**src/rtl/imem_loader_pkg.sv**
```systemverilog
// Shared constants for the instruction-memory boot loader: memory geometry,
// loader FSM state encodings and a PC helper.
package imem_loader_pkg;

  // Instruction memory depth in words and the matching word-address width.
  localparam int IMEM_SIZE      = 256;
  localparam int AW             = 8;

  // Stream bytes that make up one instruction word.
  localparam int BYTES_PER_WORD = 4;

  // Loader FSM state encodings.
  localparam logic [2:0] LD_IDLE  = 3'd0;
  localparam logic [2:0] LD_ASM   = 3'd1;
  localparam logic [2:0] LD_SETPC = 3'd2;
  localparam logic [2:0] LD_WRITE = 3'd3;
  localparam logic [2:0] LD_BOOT  = 3'd4;

  // Byte address presented to IF for a given word index.
  function automatic logic [31:0] word_to_byte_addr(input logic [29:0] widx);
    return {widx, 2'b00};
  endfunction

endpackage

```
**src/rtl/imem_loader_packer.sv**
```systemverilog
// Byte-to-word assembler: shifts accepted stream bytes in MSB first and
// flags the beat that completes a 32-bit instruction word.
module byte_packer
  import imem_loader_pkg::*;
(
  input  logic        CLK,
  input  logic        RST_N,
  input  logic        srst,
  input  logic        shift_en,
  input  logic [7:0]  byte_in,
  output logic [31:0] word_nxt,
  output logic        word_valid
);

  localparam logic [1:0] LAST_BYTE = 2'(BYTES_PER_WORD - 1);

  // Only the three most recent bytes need storing; the fourth arrives on the
  // completing beat and is merged combinationally into word_nxt.
  logic [1:0]  cnt_r;
  logic [23:0] shift_r;

  // Shift one byte per accepted beat and count beats within the current word.
  always_ff @(posedge CLK or negedge RST_N) begin
    if (!RST_N) begin
      cnt_r   <= 2'd0;
      shift_r <= 24'd0;
    end else if (srst) begin
      cnt_r   <= 2'd0;
      shift_r <= 24'd0;
    end else if (shift_en) begin
      shift_r <= word_nxt[23:0];
      // Wraps back to 0 after the last byte of a word.
      cnt_r   <= cnt_r + 2'd1;
    end
  end

  // Word as it stands including this beat; valid on the last beat of a word.
  always_comb begin
    word_nxt   = {shift_r, byte_in};
    word_valid = shift_en && (cnt_r == LAST_BYTE);
  end

endmodule

```
**src/rtl/imem_loader.sv**
```systemverilog
// Boot-time instruction memory loader. Assembles a byte stream into 32-bit
// words and steers IF's newPC/WE/W_Ins so word k lands at IMem[k]. Each write
// is preceded by a PC setup cycle because IF writes IMem[PC>>2] with the PC
// latched on the previous edge. A final BOOT cycle holds IF in reset so the
// CPU restarts from PC 0.
module imem_loader
  import imem_loader_pkg::*;
#(
  parameter int IMEM_SIZE = imem_loader_pkg::IMEM_SIZE,
  parameter int AW        = imem_loader_pkg::AW
) (
  input  logic          CLK,
  input  logic          RST_N,
  input  logic          start,
  input  logic [AW:0]   load_len,
  input  logic          byte_valid,
  input  logic [7:0]    byte_data,
  output logic          byte_ready,
  output logic          if_rst,
  output logic          pc_sel,
  output logic [31:0]   if_newpc,
  output logic          if_we,
  output logic [31:0]   if_w_ins,
  output logic          busy,
  output logic          done,
  output logic          err
);

  // Length and index use AW+1 bits so a full-memory load needs no wrap.
  localparam logic [AW:0] MAX_LEN = (AW+1)'(IMEM_SIZE);
  localparam logic [AW:0] ONE_W   = (AW+1)'(1);
  localparam logic [AW:0] ZERO_W  = (AW+1)'(0);

  logic [2:0]  state_r;
  logic [2:0]  nxt_state_s;
  logic [AW:0] len_r;
  logic [AW:0] idx_r;

  logic        shift_en_s;
  logic        srst_s;
  logic        word_valid_s;
  logic [31:0] word_nxt_s;

  logic        len_bad_s;
  logic        accept_s;
  logic        last_word_s;

  logic        if_rst_nxt_s;
  logic        pc_sel_nxt_s;
  logic        we_nxt_s;
  logic        busy_nxt_s;
  logic        done_nxt_s;
  logic        err_nxt_s;
  logic [31:0] newpc_nxt_s;
  logic [31:0] w_ins_nxt_s;

  // Bytes are only taken while assembling; the source holds its byte otherwise.
  assign byte_ready = (state_r == LD_ASM);

  // Request qualification and last-word detection.
  always_comb begin
    shift_en_s  = byte_valid && byte_ready;
    srst_s      = (state_r == LD_IDLE);
    len_bad_s   = (load_len > MAX_LEN);
    accept_s    = (state_r == LD_IDLE) && start && !len_bad_s;
    last_word_s = (idx_r == (len_r - ONE_W));
  end

  byte_packer u_packer (
    .CLK        (CLK),
    .RST_N      (RST_N),
    .srst       (srst_s),
    .shift_en   (shift_en_s),
    .byte_in    (byte_data),
    .word_nxt   (word_nxt_s),
    .word_valid (word_valid_s)
  );

  // Next-state decode for the load sequence.
  always_comb begin
    nxt_state_s = state_r;
    case (state_r)
      LD_IDLE: begin
        if (start && !len_bad_s) begin
          if (load_len == ZERO_W) begin
            nxt_state_s = LD_BOOT;
          end else begin
            nxt_state_s = LD_ASM;
          end
        end else begin
          nxt_state_s = LD_IDLE;
        end
      end
      LD_ASM: begin
        if (word_valid_s) begin
          nxt_state_s = LD_SETPC;
        end else begin
          nxt_state_s = LD_ASM;
        end
      end
      LD_SETPC: begin
        nxt_state_s = LD_WRITE;
      end
      LD_WRITE: begin
        if (last_word_s) begin
          nxt_state_s = LD_BOOT;
        end else begin
          nxt_state_s = LD_ASM;
        end
      end
      LD_BOOT: begin
        nxt_state_s = LD_IDLE;
      end
      default: begin
        nxt_state_s = LD_IDLE;
      end
    endcase
  end

  // Output values for the state being entered, so registered outputs line up with it.
  always_comb begin
    if_rst_nxt_s = 1'b0;
    pc_sel_nxt_s = 1'b0;
    we_nxt_s     = 1'b0;
    busy_nxt_s   = 1'b0;
    newpc_nxt_s  = if_newpc;
    w_ins_nxt_s  = if_w_ins;
    case (nxt_state_s)
      LD_IDLE: begin
        // CPU runs from its own PC path.
        if_rst_nxt_s = 1'b0;
      end
      LD_ASM: begin
        // Hold IF in reset so nothing is written while bytes arrive.
        if_rst_nxt_s = 1'b1;
        pc_sel_nxt_s = 1'b1;
        busy_nxt_s   = 1'b1;
      end
      LD_SETPC: begin
        // Only reached from ASM on the completing beat, so word_nxt is the full word.
        pc_sel_nxt_s = 1'b1;
        busy_nxt_s   = 1'b1;
        newpc_nxt_s  = word_to_byte_addr(30'(idx_r));
        w_ins_nxt_s  = word_nxt_s;
      end
      LD_WRITE: begin
        // PC and data held from SETPC; IF writes at the end of this cycle.
        pc_sel_nxt_s = 1'b1;
        busy_nxt_s   = 1'b1;
        we_nxt_s     = 1'b1;
      end
      LD_BOOT: begin
        // One cycle of IF reset forces PC and nextPC to 0.
        if_rst_nxt_s = 1'b1;
        busy_nxt_s   = 1'b1;
        newpc_nxt_s  = 32'd0;
      end
      default: begin
        if_rst_nxt_s = 1'b1;
      end
    endcase
  end

  // Status pulses: err on a rejected start, done on the cycle after BOOT.
  always_comb begin
    err_nxt_s  = (state_r == LD_IDLE) && start && len_bad_s;
    done_nxt_s = (state_r == LD_BOOT);
  end

  // FSM state and registered outputs.
  always_ff @(posedge CLK or negedge RST_N) begin
    if (!RST_N) begin
      state_r  <= LD_IDLE;
      if_rst   <= 1'b1;
      pc_sel   <= 1'b0;
      if_we    <= 1'b0;
      busy     <= 1'b0;
      done     <= 1'b0;
      err      <= 1'b0;
      if_newpc <= 32'd0;
      if_w_ins <= 32'd0;
    end else begin
      state_r  <= nxt_state_s;
      if_rst   <= if_rst_nxt_s;
      pc_sel   <= pc_sel_nxt_s;
      if_we    <= we_nxt_s;
      busy     <= busy_nxt_s;
      done     <= done_nxt_s;
      err      <= err_nxt_s;
      if_newpc <= newpc_nxt_s;
      if_w_ins <= w_ins_nxt_s;
    end
  end

  // Latched load length and word index; index advances after each write.
  always_ff @(posedge CLK or negedge RST_N) begin
    if (!RST_N) begin
      len_r <= ZERO_W;
      idx_r <= ZERO_W;
    end else if (accept_s) begin
      len_r <= load_len;
      idx_r <= ZERO_W;
    end else if ((state_r == LD_WRITE) && !last_word_s) begin
      idx_r <= idx_r + ONE_W;
    end
  end

endmodule
```
**config.mk**
```make
export PLATFORM = sky130hd
export DESIGN_NAME = imem_loader
export DESIGN_NICKNAME = d
export VERILOG_FILES = /design/src/rtl/imem_loader_pkg.sv /design/src/rtl/imem_loader_packer.sv /design/src/rtl/imem_loader.sv
export SDC_FILE = /design/constraint.sdc
export NUM_CORES = 1
export LEC_CHECK = 0
export CAP_MARGIN = 20
export CORE_AREA = 2 2 125 127
export CTS_BUF_LIST = sky130_fd_sc_hd__clkbuf_4 sky130_fd_sc_hd__clkbuf_8 sky130_fd_sc_hd__clkbuf_16
export DETAILED_ROUTE_END_ITERATION = 12
export DIE_AREA = 0 0 127 129
export GPL_TIMING_DRIVEN = 0
export SETUP_SLACK_MARGIN = 0.4
export SLEW_MARGIN = 10
export SYNTH_ARGS = -nofsm -noshare
export SYNTH_HDL_FRONTEND = slang
export SYNTH_HIERARCHICAL = 1
export SYNTH_SLANG_ARGS = --single-unit
```
**constraint.sdc**
```tcl
create_clock -name CLK -period 2.5 [get_ports CLK]
set_input_delay 0.5 -clock CLK [delete_from_list [all_inputs] [get_ports CLK]]
set_output_delay 0.5 -clock CLK [all_outputs]
set_load 0.01 [all_outputs]
```
==> results of run 1 <==
==> final timing paths <==
| kind | endpoint |
|---|---|
| max | if_newpc[8] |
| min in group CLK | if_w_ins[31] |
| min reg2reg | if_w_ins[31] |
| max reg2reg | if_newpc[8] |
| max in group asynchronous | if_w_ins[23] |
| min | if_w_ins[10] |
==> cell usage after synthesis (3+ instances only) <==
cell	count	area, um^2
inv_1	4	15.01
buf_4	31	232.7
nand2b_1	3	18.77
ha_1	3	37.54
xor2_1	3	26.28
buf_2	3	15.01
or3_1	5	31.28
mux2i_1	30	300.3
mux2_2	8	90.09
nand2_1	128	480.5
or4_1	3	22.52
o21ai_1	4	20.02
nor2_1	35	131.4
a21oi_1	10	50.05
dfrtp_1	93	2327
o21ai_0	8	40.04
and2_1	5	31.28
clkbuf_1	13	48.80
xnor2_1	9	78.83
nand3_1	5	25.02
nand4_1	4	25.02
==> through the flow <==
stage	hold WS (ps)	worst slack [ps]	power (W)	setup TNS [ps]	util (%)
after floorplan	204.4	77.92	0.003875	0	-
after global placement	459.6	-2491	0.004830	-242700	36.47
after detailed placement	456.0	-298.3	0.004899	-9583	36.63
after CTS	155.4	-108.9	0.006584	-1314	40.11
after global routing	174.4	-154.8	0.007024	-2049	40.86
final	130.6	-67.31	0.006585	-725.0	40.86
==> layout make-up <==
cell class / instances / area (um^2)
fillers: 1492 / 8857
flip-flops and latches: 94 / 2359
multi-input cells: 319 / 1976
repair buffers: 85 / 832.0
plain buffers: 50 / 394.1
well taps: 188 / 235.2
clock buffers: 10 / 232.7
clock inverters: 6 / 76.32
inverters: 4 / 15.01
==> sequential cells by signal, indices dropped and copies added (netlist names) <==
register,count
len_r,9
u_packer/shift_r,24
u_packer/cnt_r,2
done,1
state_r,3
busy,1
if_w_ins,32
idx_r,9
err,1
if_rst,1
if_we,1
if_newpc,9
pc_sel,1
==> logic make-up after synthesis <==
logic type	Yosys count	synth area share, %
and+or+nand+nor	206	20.57
DFF	94	53.00
buffers and inverters	54	8.171
muxes	38	8.791
AOI/OAI and AO/OA	34	5.664
xor gates and xnor gates	13	2.874
adders and majority gates	3	0.8454
other	1	0.08445
==> worst reg2reg max path: stages (launching register included) <==
cell       delay (ps)
dfrtp_2           410
or3_4             370
buf_6             120
or4_4             420
a2111oi_4         430
o2111ai_4         280
o21ai_4           320
o21ai_1           100
==> routing by layer <==
layer	vias to the layer above	part of all wire (%)
li1	1664	-
met1	1694	44
met2	70	50
met3	15	4.1
met4	0	1.7
met5	-	0
==> power breakdown <==
part / internal [W] / switching, W
logic: 0.00139 / 0.00121
registers: 0.00210 / 0.000469
clock network: 0.000806 / 0.000610
==> what timing repair did <==
| action | in CTS | in global routing |
|---|---|---|
| resized for setup | 34 | 27 |
| gates cloned | 2 | 0 |
| buffers inserted | 11 | 5 |
| pin swaps | 14 | 8 |
| endpoints found under the setup margin | 60 | 59 |
==> results.md, run 1 <==
* Status: finished, violations left
* Violated checks: setup timing
* Initial antenna violation count at 0
* Max-Cap Viols at 0
* Final period util at 102.7%
* Sequential element share of the synthesized area at 53.00%
* Port-buffer cells at 68
* Chip width at 127 um
* All-Layer GR Usage at 13.67%
* Kind of critical path: reg -> reg
* Sink Count at 94
* Met1 Use GR at 16.51%
* CP delay by family, top: compound AO/OA/AOI/OAI gates
* DRC at 0
* Crit path buffers/inverters at 1
* Core area at 0.01498 mm^2
* Die area at 0.01638 mm^2
* Chip height at 129 um
* Total CTS buffers at 9
* Grt total ovfl at 0
* Latest clock arrival within the worst-skew pair at 350 ps
* RSZ-0062 raised after global routing: true
* Hold_buf cts at 0
* Antenna diode count at 0
* Busiest layer in global routing: met2
* Root Buffer: clkbuf_16
* Rows at 45
* CP peak stage delay at 430 ps
* Commonest non-fill, non-tap cells in the layout: 125 x nand2_1, 89 x dfrtp_1, 66 x clkdlybuf4s50_1
* Slew @ Worst Pin at 555.3 ps
* Worst Path Arrival at 2790 ps
* Primary FF master, synth: dfrtp_1
* Placed inst area at 0.005487 mm^2
* Vias in the first global route at 3523
* Vias/cell at 4.554
* Post-route minimum period at 2567 ps
* Fin. Hold Viols at 0
* GRT met3 Usage at 3.243%
* Number of synthesized flops with an enable pin at 0
* Area of the mapped netlist at 0.004441 mm^2
* IO Count at 92
* Clock transition at the registers of the reported paths at 70 ps
* Max-slew violation total from the final report at 0
* Leakage at 2.930 nW
* Routability congestion estimate at 0.7934
* Crit Path Max Fanout at 5
* Post-Route WL at 10.62 mm
* Crit-path slowest cell: a2111oi_4
* Met2 usage at 23.75%
* CTS H-Tree Depth at 3
* Final setup violation count at 19
* Netlist cell types at 53
* CP Capture Type: flip-flop
* First-pass GRT wire length at 17.51 mm
* Crit path required time at 2730 ps
* DR pass1 iterations at 4
* Worst setup SP type: flip-flop
* Placed cell count at 722
* Vias at 3443
* Worst setup margin at -67.31 ps
* R2r worst-path depth at 7
* Levels on crit path at 7
* Final Instance Area at 0.006120 mm^2
* Worst setup path startpoint: len_r[2]
* Share of cells above drive strength 1 at 22.54%
* Layout area overhead at 37.81%
* Fin cells at 756
* Hold/Removal Path Class: in -> async
* TritonCTS clock tree: done
* FMAX at 389.5 MHz
* Detailed router's first-iteration violation count at 154
* Maximum clock path buffer count at 2
* Setup slack, reg-to-reg at -70 ps
* Synth async-reset ratio at 100.0%
* Drt wl/cell at 14.04 um
* Mapped Avg Cell Area at 10.02 um^2
* Synth warn at 6
* Layout Nets at 587
* Register bit total from synthesis at 94
* Cells after Synth at 443
* FF-to-FF Start: len_r[2]
* Slew HR at 62.71%
* Leading cell type in the layout, fill and taps excluded: nand2_1
* Crit-path cells: or3_4 > buf_6 > or4_4 > a2111oi_4 > o2111ai_4 > o21ai_4 > o21ai_1
* Worst Clk Skew at 6.683 ps
* Initial cell density of the core at 29.65%
* Power per Cell Area at 1076 mW/mm^2
* Post-DP HPWL at 7.497 mm
* Largest net degree at the start of global routing at 56
* Peak VDD IR at 582.0 uV
* Post-route ant nets at 0
Power figures use the tool's default switching activity.
==> run 2, diff against run 1 <==
--- a/config.mk
+++ b/config.mk
@@ -6,10 +6,10 @@
 export NUM_CORES = 1
 export LEC_CHECK = 0
 export CAP_MARGIN = 20
-export CORE_AREA = 2 2 125 127
+export CORE_AREA = 5 5 128 130
 export CTS_BUF_LIST = sky130_fd_sc_hd__clkbuf_4 sky130_fd_sc_hd__clkbuf_8 sky130_fd_sc_hd__clkbuf_16
 export DETAILED_ROUTE_END_ITERATION = 12
-export DIE_AREA = 0 0 127 129
+export DIE_AREA = 0 0 133 135
 export GPL_TIMING_DRIVEN = 0
 export SETUP_SLACK_MARGIN = 0.4
 export SLEW_MARGIN = 10
==> run 2 against run 1 <==
Effect of this change: the flow still finishes with violations (setup timing); worst hold slack got worse by 5.8 ps; critical endpoint is now if_newpc[9]; clock skew grew 3.7 ps; count of clock-buffer cells in the layout is 1 lower; combinational power increased by 2%; register-to-register slack barely moved.
==> results.md, run 2 (synthesis results as in run 1) <==
* Vias in the first global route at 3521 (-0.057%)
* Placed cell count at 722 (unchanged)
* Crit path required time at 2730 ps (about the same)
* DRC at 0 (unchanged)
* Total CTS buffers at 9 (unchanged)
* Combinational Power Share at 40.4% (+0.9 points)
* Clock transition at the registers of the reported paths at 70 ps (about the same)
* Crit Path Max Fanout at 5 (unchanged)
* Final Instance Area at 0.006131 mm^2 (+0.18%)
* Clk pwr share at 20.3% (-1.2 points)
* Post-route minimum period at 2552 ps (-14.96 ps)
* Worst Clk Skew at 10.39 ps (+3.707 ps)
* Regs by FF count: if_w_ins: 32 flops, u_packer/shift_r: 24 flops
* Leading cell type in the layout, fill and taps excluded: nand2_1
* Final setup violation count at 9 (-10)
* Placed inst area at 0.005487 mm^2 (unchanged)
* Status: finished, violations left
* Max-slew violation total from the final report at 0 (unchanged)
* Setup tns final at -286.7 ps (+438.3 ps)
* Worst setup SP type: flip-flop
* Max FFs per register at 32 (unchanged)
* Vias/cell at 4.449 (-2.3%)
* Fillcell total at 1445 (-3.2%)
* Violated checks: setup timing
* Fin cells at 759 (+0.40%)
* P_int at 0.004206 W (-2.0%)
* Vias at 3377 (-1.9%)
* Antenna diode count at 0 (unchanged)
* DR pass1 iterations at 4 (unchanged)
* Final period util at 102.1% (-0.60 points)
* Hold_buf cts at 0 (unchanged)
* Grt total ovfl at 0 (unchanged)
* Maximum clock path buffer count at 2 (unchanged)
* CP Capture Type: flip-flop
* Hold Worst Slack at 124.8 ps (-5.789 ps)
* FMAX at 391.8 MHz (+0.59%)
* Root Buffer: clkbuf_16
* Latest clock arrival within the worst-skew pair at 360 ps (about the same)
* Switching share of power at 35.70% (+0.87 points)
* Chip width at 133 um (+4.7%)
* Commonest non-fill, non-tap cells in the layout: 125 x nand2_1, 89 x dfrtp_1, 66 x clkdlybuf4s50_1
* Post-DP HPWL at 7.649 mm (+2.0%)
* Core area at 0.01503 mm^2 (+0.38%)
* Routability congestion estimate at 0.8297 (+4.6%)
* CTS H-Tree Depth at 3 (unchanged)
* Max-Cap Viols at 0 (unchanged)
* Hold/Removal Path Class: in -> async
* Sink Count at 94 (unchanged)
* Chip height at 135 um (+4.7%)
* Detailed router's first-iteration violation count at 140 (-9.1%)
* Rows at 45 (unchanged)
* Layout area overhead at 38.07%
* Final core occ at 40.78% (-0.078 points)
* Worst setup margin at -52.35 ps (+14.96 ps)
* Post-Route WL at 10.77 mm (+1.5%)
* IO Count at 92 (unchanged)
* NetSw at 0.002336 W (+1.8%)
* Largest net degree at the start of global routing at 57 (+1.8%)
* Initial cell density of the core at 29.54% (-0.11 points)
* RSZ-0062 raised after global routing: true
* Initial antenna violation count at 0 (unchanged)
* Power per Cell Area at 1067 mW/mm^2 (-0.84%)
* Post-route ant nets at 0 (unchanged)
* All-Layer GR Usage at 12.64% (-1.0 points)
* Slew HR at 62.97% (+0.26 points)
* Fin. Hold Viols at 0 (unchanged)
* Top reg by flops: if_w_ins
* First-pass GRT wire length at 18.11 mm (+3.4%)
* Peak VDD IR at 465.0 uV (-20%)
* Kind of critical path: reg -> reg
* Layout Nets at 590 (+0.51%)
* Port-buffer cells at 68 (unchanged)
* Leakage at 2.912 nW (-0.59%)
* Drt wl/cell at 14.19 um (+1.1%)
* Share of cells above drive strength 1 at 23.29% (+0.76 points)
* Die area at 0.01796 mm^2 (+9.6%)
* Worst Path Arrival at 2780 ps (about the same)
* Sequential Power Share at 39.3% (+0.3 points)
* Slew @ Worst Pin at 551.4 ps (-3.916 ps)
* TritonCTS clock tree: done
run 2: cell count changes in the layout (fill, tap and decap cells not counted), moves of 2 or more:
cell and delta:
clkbuf_2 -2, inv_6 -2, clkinvlp_4 +2, o21ai_2 +3
o21ai_0 -2
run 2: final timing paths:
path,endpoint,slack (ps),cells past startpoint,start
max,if_newpc[9],-50,7,len_r[2]
min,if_w_ins[11],120,1,RST_N
max reg2reg,if_newpc[9],-50,7,len_r[2]
min reg2reg,if_w_ins[30],470,2,u_packer/shift_r[22]
max in group asynchronous,u_packer/shift_r[22],1730,2,RST_N
min in group CLK,if_w_ins[30],470,2,u_packer/shift_r[22]
run 2: routing by layer:
layer | global-route usage [%] | share of wire (%) | vias to the layer above
li1 | - | - | 1673
met1 | 15.38 | 43 | 1621
met2 | 21.22 | 50 | 70
met3 | 4.024 | 5.2 | 13
met4 | 4.330 | 1.4 | 0
met5 | 0 | 0 | -
run 2: critical path: stages (launching register included):
cell and delay [ps]:
dfrtp_2 400, or3_4 380, buf_6 120, or4_4 420, a2111oi_4 410, o2111ai_4 270, o21ai_4 320, o22ai_2 100
run 2: stage by stage:
step	power, W	setup slack [ps]
floorplan	0.003875	77.92
global placement	0.004835	-2498
detailed placement	0.004912	-316.7
CTS	0.006497	-150.9
global route	0.006980	-191.1
finish	0.006542	-52.35
run 2: timing repair:
action / CTS / global route
cloned: 2 / 0
setup buffers: 11 / 8
endpoints found under the setup margin: 60 / 48
resized for setup: 37 / 26
pin swaps: 19 / 17
run 2: area by class of cell:
cell class	instances	area, um^2	share of cell area (%)
sequential	94	2359	38.47
multi-input combinational	319	1988	32.43
timing repair buffer	88	854.6	13.94
buffer	50	390.4	6.367
tap	188	235.2	3.837
clock buffer	9	225.2	3.673
clock inverter	7	63.81	1.041
inverter	4	15.01	0.2449
run 2: power by group through the flow:
stage / combinational [W] / sequential [W] / clock, W
after floorplan: 0.00127 / 0.00260 / 0
after global placement: 0.00223 / 0.00260 / 0
after detailed placement: 0.00230 / 0.00262 / 0
after CTS: 0.00254 / 0.00257 / 0.00139
after global routing: 0.00289 / 0.00266 / 0.00144
final: 0.00264 / 0.00257 / 0.00133
==> patch 1: new RTL, flow settings as in run 1 <==
Remove the register `err`: a continuous assignment takes its place, so the output `err` follows one clock earlier. Comments in the files are not updated.
--- a/src/rtl/imem_loader.sv
+++ b/src/rtl/imem_loader.sv
@@ -176,7 +176,6 @@
       if_we    <= 1'b0;
       busy     <= 1'b0;
       done     <= 1'b0;
-      err      <= 1'b0;
       if_newpc <= 32'd0;
       if_w_ins <= 32'd0;
     end else begin
@@ -186,11 +185,12 @@
       if_we    <= we_nxt_s;
       busy     <= busy_nxt_s;
       done     <= done_nxt_s;
-      err      <= err_nxt_s;
       if_newpc <= newpc_nxt_s;
       if_w_ins <= w_ins_nxt_s;
     end
   end
+
+  assign err = err_nxt_s;
 
   // Latched load length and word index; index advances after each write.
   always_ff @(posedge CLK or negedge RST_N) begin
Check against the original RTL: not equivalent (a bounded check fails within 4 cycles, from zero or initial values and one cycle with RST_N low).
==> patch 1 against run 1 <==
- the flow still finishes with violations (negative setup slack)
- clock skew down 1.8 ps
- area after synthesis down 0.56%
- setup slack worse by 6.0 ps
- design area down 0.65%
- hold slack better by 23 ps
- sequential cell count down 1
- total power down 2.9%
- critical path type unchanged
- largest power group is now sequential cells
- via count down 1.2%
- wire length down 1.1%
- first-iteration DRC count down 12%
- critical path depth up 1
==> patch 1: results (changes against run 1) <==
Finish
  • Nets: 586 (-0.17%)
  • Top Registers: if_w_ins (32), u_packer/shift_r (24)
  • Ant diodes: 0 (unchanged)
  • Post-route insts no fill: 755 (-0.13%)
  • Layout cells sized above 1: 23.8% (+1.3 points)

Global route
  • First-pass GRT wire length: 17,400 um (-0.67%)
  • Vias in the first global route: 3,465 (-1.6%)
  • Initial antenna violation count: 0 (unchanged)
  • Overall Global Routing Usage: 13.5% (-0.12 points)
  • Largest net degree at the start of global routing: 51 (-8.9%)

CTS
  • Clock latency on the worst-skew pair: 350 ps (about the same)
  • Reg clk slew, reported paths: 70 ps (about the same)
  • H-tree Lvls: 3 (unchanged)
  • Total CTS buffers: 9 (unchanged)
  • Max clock buf depth: 2 (unchanged)
  • Root Driver: clkbuf_16

Outcome
  • Failing checks: negative setup slack
  • Outcome: finished, violations left

Synth
  • Sequential share of the synthesized area: 52.7% (-0.27 points)
  • Ys flop type: dfrtp_1
  • Post-synth ARST share: 100% (unchanged)
  • Most frequent cells after synthesis: nand2_1 (128), dfrtp_1 (92), nor2_1 (35), buf_4 (31), mux2i_1 (30)
  • Avg Inst Size Synth: 9.99 um2 (-0.34%)
  • Yosys Warn Count: 6 (unchanged)
  • Unique cell type count in the Yosys netlist: 53 (unchanged)
  • Top post-synthesis cells by area: dfrtp_1 (52%), nand2_1 (11%), mux2i_1 (6.8%)

STA
  • Slew headroom: 61.1% (-1.7 points)
  • Final WS setup: -73.3 ps (-5.99 ps)
  • Final TNS setup: -504 ps (+221 ps)
  • Fin. Hold Viols: 0 (unchanged)
  • Clock skew: 4.93 ps (-1.75 ps)
  • Setup violators final: 13 (-6)

Pwr
  • Internal Dissipation: 0.00415 W (-3.3%)
  • Leakage Power: 2.97 nW (+1.2%)
  • Clock network fraction of total power: 20.3% (-1.2 points)
  • Total power: 0.00640 W (-2.9%)
  • Worst vdd ir: 0.530 mV (-9.0%)
  • Sequential power: 0.00256 W (about the same)

Placement
  • Dpl cells: 721 (-0.14%)
  • Hpwl dp: 7440 um (-0.82%)
  • Dpl ws: -325 ps (-26.7 ps)
  • Area post-placement: 5460 um2 (-0.46%)
  • Port buffer count: 68 (unchanged)
  • RePlAce Congestion: 0.819 (+3.2%)

Routing
  • Initial DRC count: 136 (-12%)
  • DR pass1 iterations: 5 (+1)
  • DR vias: 3,403 (-1.2%)
  • Wirelength, routed: 10,500 um (-1.1%)

Critical path
  • Critical-path top delay cell: or4_4
  • CP max FO: 6 (+1)
  • Slowest cell delay on critical path: 570 ps (+140 ps)
  • Crit path DAT: 2810 ps (+20 ps)
  • CP top delay family: simple AND/OR/NAND/NOR gates

Worst hold path
  • Hold WC Path Type: in -> async
[patch 1: layout make-up]
class                           instances  area (um2)
Buffer                                 50         399
Clock buffer                           10         233
Inverter                                4        15.0
Timing Repair Buffer                   86         860
Fill cell                            1473        8900
Clock inverter                          6        46.3
Sequential cell                        93        2330
Tap cell                              188         235
Multi-Input combinational cell        318        1960
[patch 1: final timing paths]
check	startpoint	endpoint	slack (ps)	cells after the start
max	len_r[4]$_DFFE_PN0P_	idx_r[2]$_DFFE_PN0P_	-70	8
min	RST_N	if_w_ins[3]$_DFFE_PN0N_	150	1
max reg2reg	len_r[4]$_DFFE_PN0P_	idx_r[2]$_DFFE_PN0P_	-70	8
min reg2reg	if_w_ins[21]$_DFFE_PN0N_	if_w_ins[21]$_DFFE_PN0N_	480	2
max in group asynchronous	RST_N	if_rst$_DFF_PN1_	1660	2
min in group CLK	load_len[5]	len_r[5]$_DFFE_PN0P_	430	2
[patch 1: what timing repair did]
| action | in CTS | in global routing |
|---|---|---|
| pin swaps | 20 | 11 |
| endpoints found under the setup margin | 61 | 38 |
| gates cloned | 1 | 0 |
| gates resized for setup | 50 | 27 |
| setup buffers | 13 | 4 |
[patch 1: cell families (layout without fill, tap and decap cells)]
group           count (synthesis)  count (layout)  share of synthesized area [%]
xor+xnor                       13              13                           2.89
simple gates                  206             206                           20.7
other cells                     1              23                         0.0849
compound gates                 34              35                           5.70
flops                          93              93                           52.7
fa+ha+maj                       3               3                          0.850
buf+inv                        54             156                           8.22
mux                            38              38                           8.84
[patch 1: routing by layer]
metal	vias to the layer above	global-route usage (%)	part of all wire, %
met5	-	0	0
met4	0	5.24	1.4
met3	13	3.20	4.5
met2	89	22.7	49
met1	1649	17.1	45
li1	1652	-	-
==> patch 2: new RTL, config.mk and constraints of run 1 <==
Made on the original files. The package constant `AW` goes from 8 to 7.
--- a/src/rtl/imem_loader_pkg.sv
+++ b/src/rtl/imem_loader_pkg.sv
@@ -4,7 +4,7 @@
 
   // Instruction memory depth in words and the matching word-address width.
   localparam int IMEM_SIZE      = 256;
-  localparam int AW             = 8;
+  localparam int AW             = 7;
 
   // Stream bytes that make up one instruction word.
   localparam int BYTES_PER_WORD = 4;
Ports: changed (resized load_len); port bits go from 92 to 91. No check against the original RTL was run, so the function may have changed too.
==> patch 2 against run 1 <==
- design area fell by 4.8%
- critical path depth grew 3
- synthesized cell count down 7.9%
- setup slack improved by 380 ps
- count of clock-buffer cells in the layout stayed put
- wire length shrank 6.1%
- non-clock buffer count is 2 lower
- hold slack lost 61 ps
- area after synthesis shrank 6.4%
- sequential cell count down 3
- critical endpoint is now if_newpc[6]$_DFFE_PN0P_
- highest routed layer unchanged
Power is not compared: it rests on default switching activity, and its combinational part moved more than twofold at a synthesized area within 25%.
==> patch 2: results (changes against run 1) <==
CTS
  • Total CTS buffers: 9 (unchanged)
  • Clock latency on the worst-skew pair: 350 ps (about the same)
  • Root Driver: clkbuf_16
  • Max clock buf depth: 2 (unchanged)
  • Reg clk slew, reported paths: 70 ps (about the same)

STA
  • Clock skew: 12.2 ps (+5.52 ps)
  • Tmin final: 2190 ps (-380 ps)
  • Min Hold Slack: 69.4 ps (-61.2 ps)
  • Slew headroom: 66.1% (+3.4 points)

Synth
  • Most frequent cells after synthesis: nand2_1 (111), dfrtp_1 (90), nor2_1 (33), buf_4 (32), mux2i_1 (26)
  • Sequential share of the synthesized area: 54.8% (+1.8 points)
  • Avg Inst Size Synth: 10.2 um2 (+1.6%)
  • Ys flop type: dfrtp_1
  • Yosys Warn Count: 6 (unchanged)
  • Unique cell type count in the Yosys netlist: 50 (-5.7%)
  • Post-synth ARST share: 100% (unchanged)
  • Top post-synthesis cells by area: dfrtp_1 (54%), nand2_1 (10%), mux2i_1 (6.3%)

Critical path
  • Crit path DAT: 2440 ps (-350 ps)
  • CP top delay family: buffers and inverters
  • Slowest cell delay on critical path: 490 ps (+60 ps)
  • Critical-path top delay cell: clkdlybuf4s50_1
  • Worst reg2reg path depth: 7 (unchanged)
  • CP max FO: 10 (+5)
  • Flop-to-flop setup slack: 320 ps (+390 ps)

Routing
  • Final ANT Viol Nets: 0 (unchanged)
  • Routed WL per cell: 13.9 um (-1.0%)
  • Initial DRC count: 215 (+40%)
  • DR pass1 iterations: 6 (+2)
  • DR vias: 3,160 (-8.2%)
  • Wirelength, routed: 9970 um (-6.1%)

Placement
  • Port buffer count: 66 (-2.9%)
  • Hpwl dp: 7010 um (-6.5%)
  • Dpl ws: -395 ps (-96.2 ps)
  • RePlAce Congestion: 0.811 (+2.2%)
  • Dpl cells: 686 (-5.0%)
  • Area post-placement: 5190 um2 (-5.4%)

Pwr
  • PD cells: between 500 and 600 nW/um2
  • Worst vdd ir: about 0.41 mV
  • Sequential power: about 0.0015 W
  • Leakage Power: 2.65 nW
  • Switching power: between 0.0007 and 0.0008 W
  • Clk. pwr: roughly 0.0013 W

Global route
  • First-pass GRT wire length: 15,900 um (-9.3%)
  • Initial antenna violation count: 0 (unchanged)
  • Overall Global Routing Usage: 12.4% (-1.3 points)
  • Vias in the first global route: 3,162 (-10%)
  • Largest net degree at the start of global routing: 65 (+16%)

Worst hold path
  • Hold WC Path Type: in -> async

Finish
  • Layout cells sized above 1: 23.4% (+0.91 points)
  • Fill cells: 1,483 (-0.60%)
  • Top Registers: if_w_ins (32), u_packer/shift_r (24)
  • Final core utilization: 38.9% (-1.9 points)
  • Ant diodes: 0 (unchanged)
  • Nets: 547 (-6.8%)

Outcome
  • Outcome: complete, no violations
## patch 2: per-layer routing
metal | vias up | GRT usage (%) | part of all wire, % | wire length, um
met5 | - | 0 | 0 | 0
met2 | 85 | 20.1 | 48 | 4820
met4 | 0 | 4.72 | 2.0 | 202
li1 | 1528 | - | - | -
met3 | 17 | 4.07 | 4.8 | 482
met1 | 1530 | 15.5 | 45 | 4460
## patch 2: what timing repair did
action                                  CTS  global route
endpoints found under the setup margin   56            56
resized for setup                        36            28
buffers inserted                         12             3
pin swaps                                17            11
## patch 2: path summary, 6_finish.rpt
check / from / end
worst max-delay path: byte_valid / if_newpc[6]$_DFFE_PN0P_
worst min-delay path: RST_N / len_r[6]$_DFFE_PN0P_
worst max register to register: len_r[5]$_DFFE_PN0P_ / idx_r[5]$_DFFE_PN0P_
worst min register to register: if_w_ins[18]$_DFFE_PN0N_ / if_w_ins[18]$_DFFE_PN0N_
max in group asynchronous: RST_N / if_w_ins[0]$_DFFE_PN0N_
min in group CLK: if_w_ins[18]$_DFFE_PN0N_ / if_w_ins[18]$_DFFE_PN0N_
## patch 2: cells by family after synthesis
group	count (synthesis)	share of synthesized area [%]
compound gates	41	7.83
xor+xnor	10	2.11
fa+ha+maj	3	0.903
buf+inv	56	9.27
flops	91	54.8
mux	26	6.26
other cells	1	0.0902
simple gates	180	18.7
## patch 2: area by class of cell
| type | instances | area share [%] |
|---|---|---|
| Buffer | 51 | 6.85 |
| Clock buffer | 10 | 4.10 |
| Clock inverter | 6 | 0.966 |
| Inverter | 5 | 0.365 |
| Multi-Input combinational cell | 284 | 30.5 |
| Sequential cell | 91 | 39.2 |
| Tap cell | 188 | 4.04 |
| Timing Repair Buffer | 82 | 14.0 |
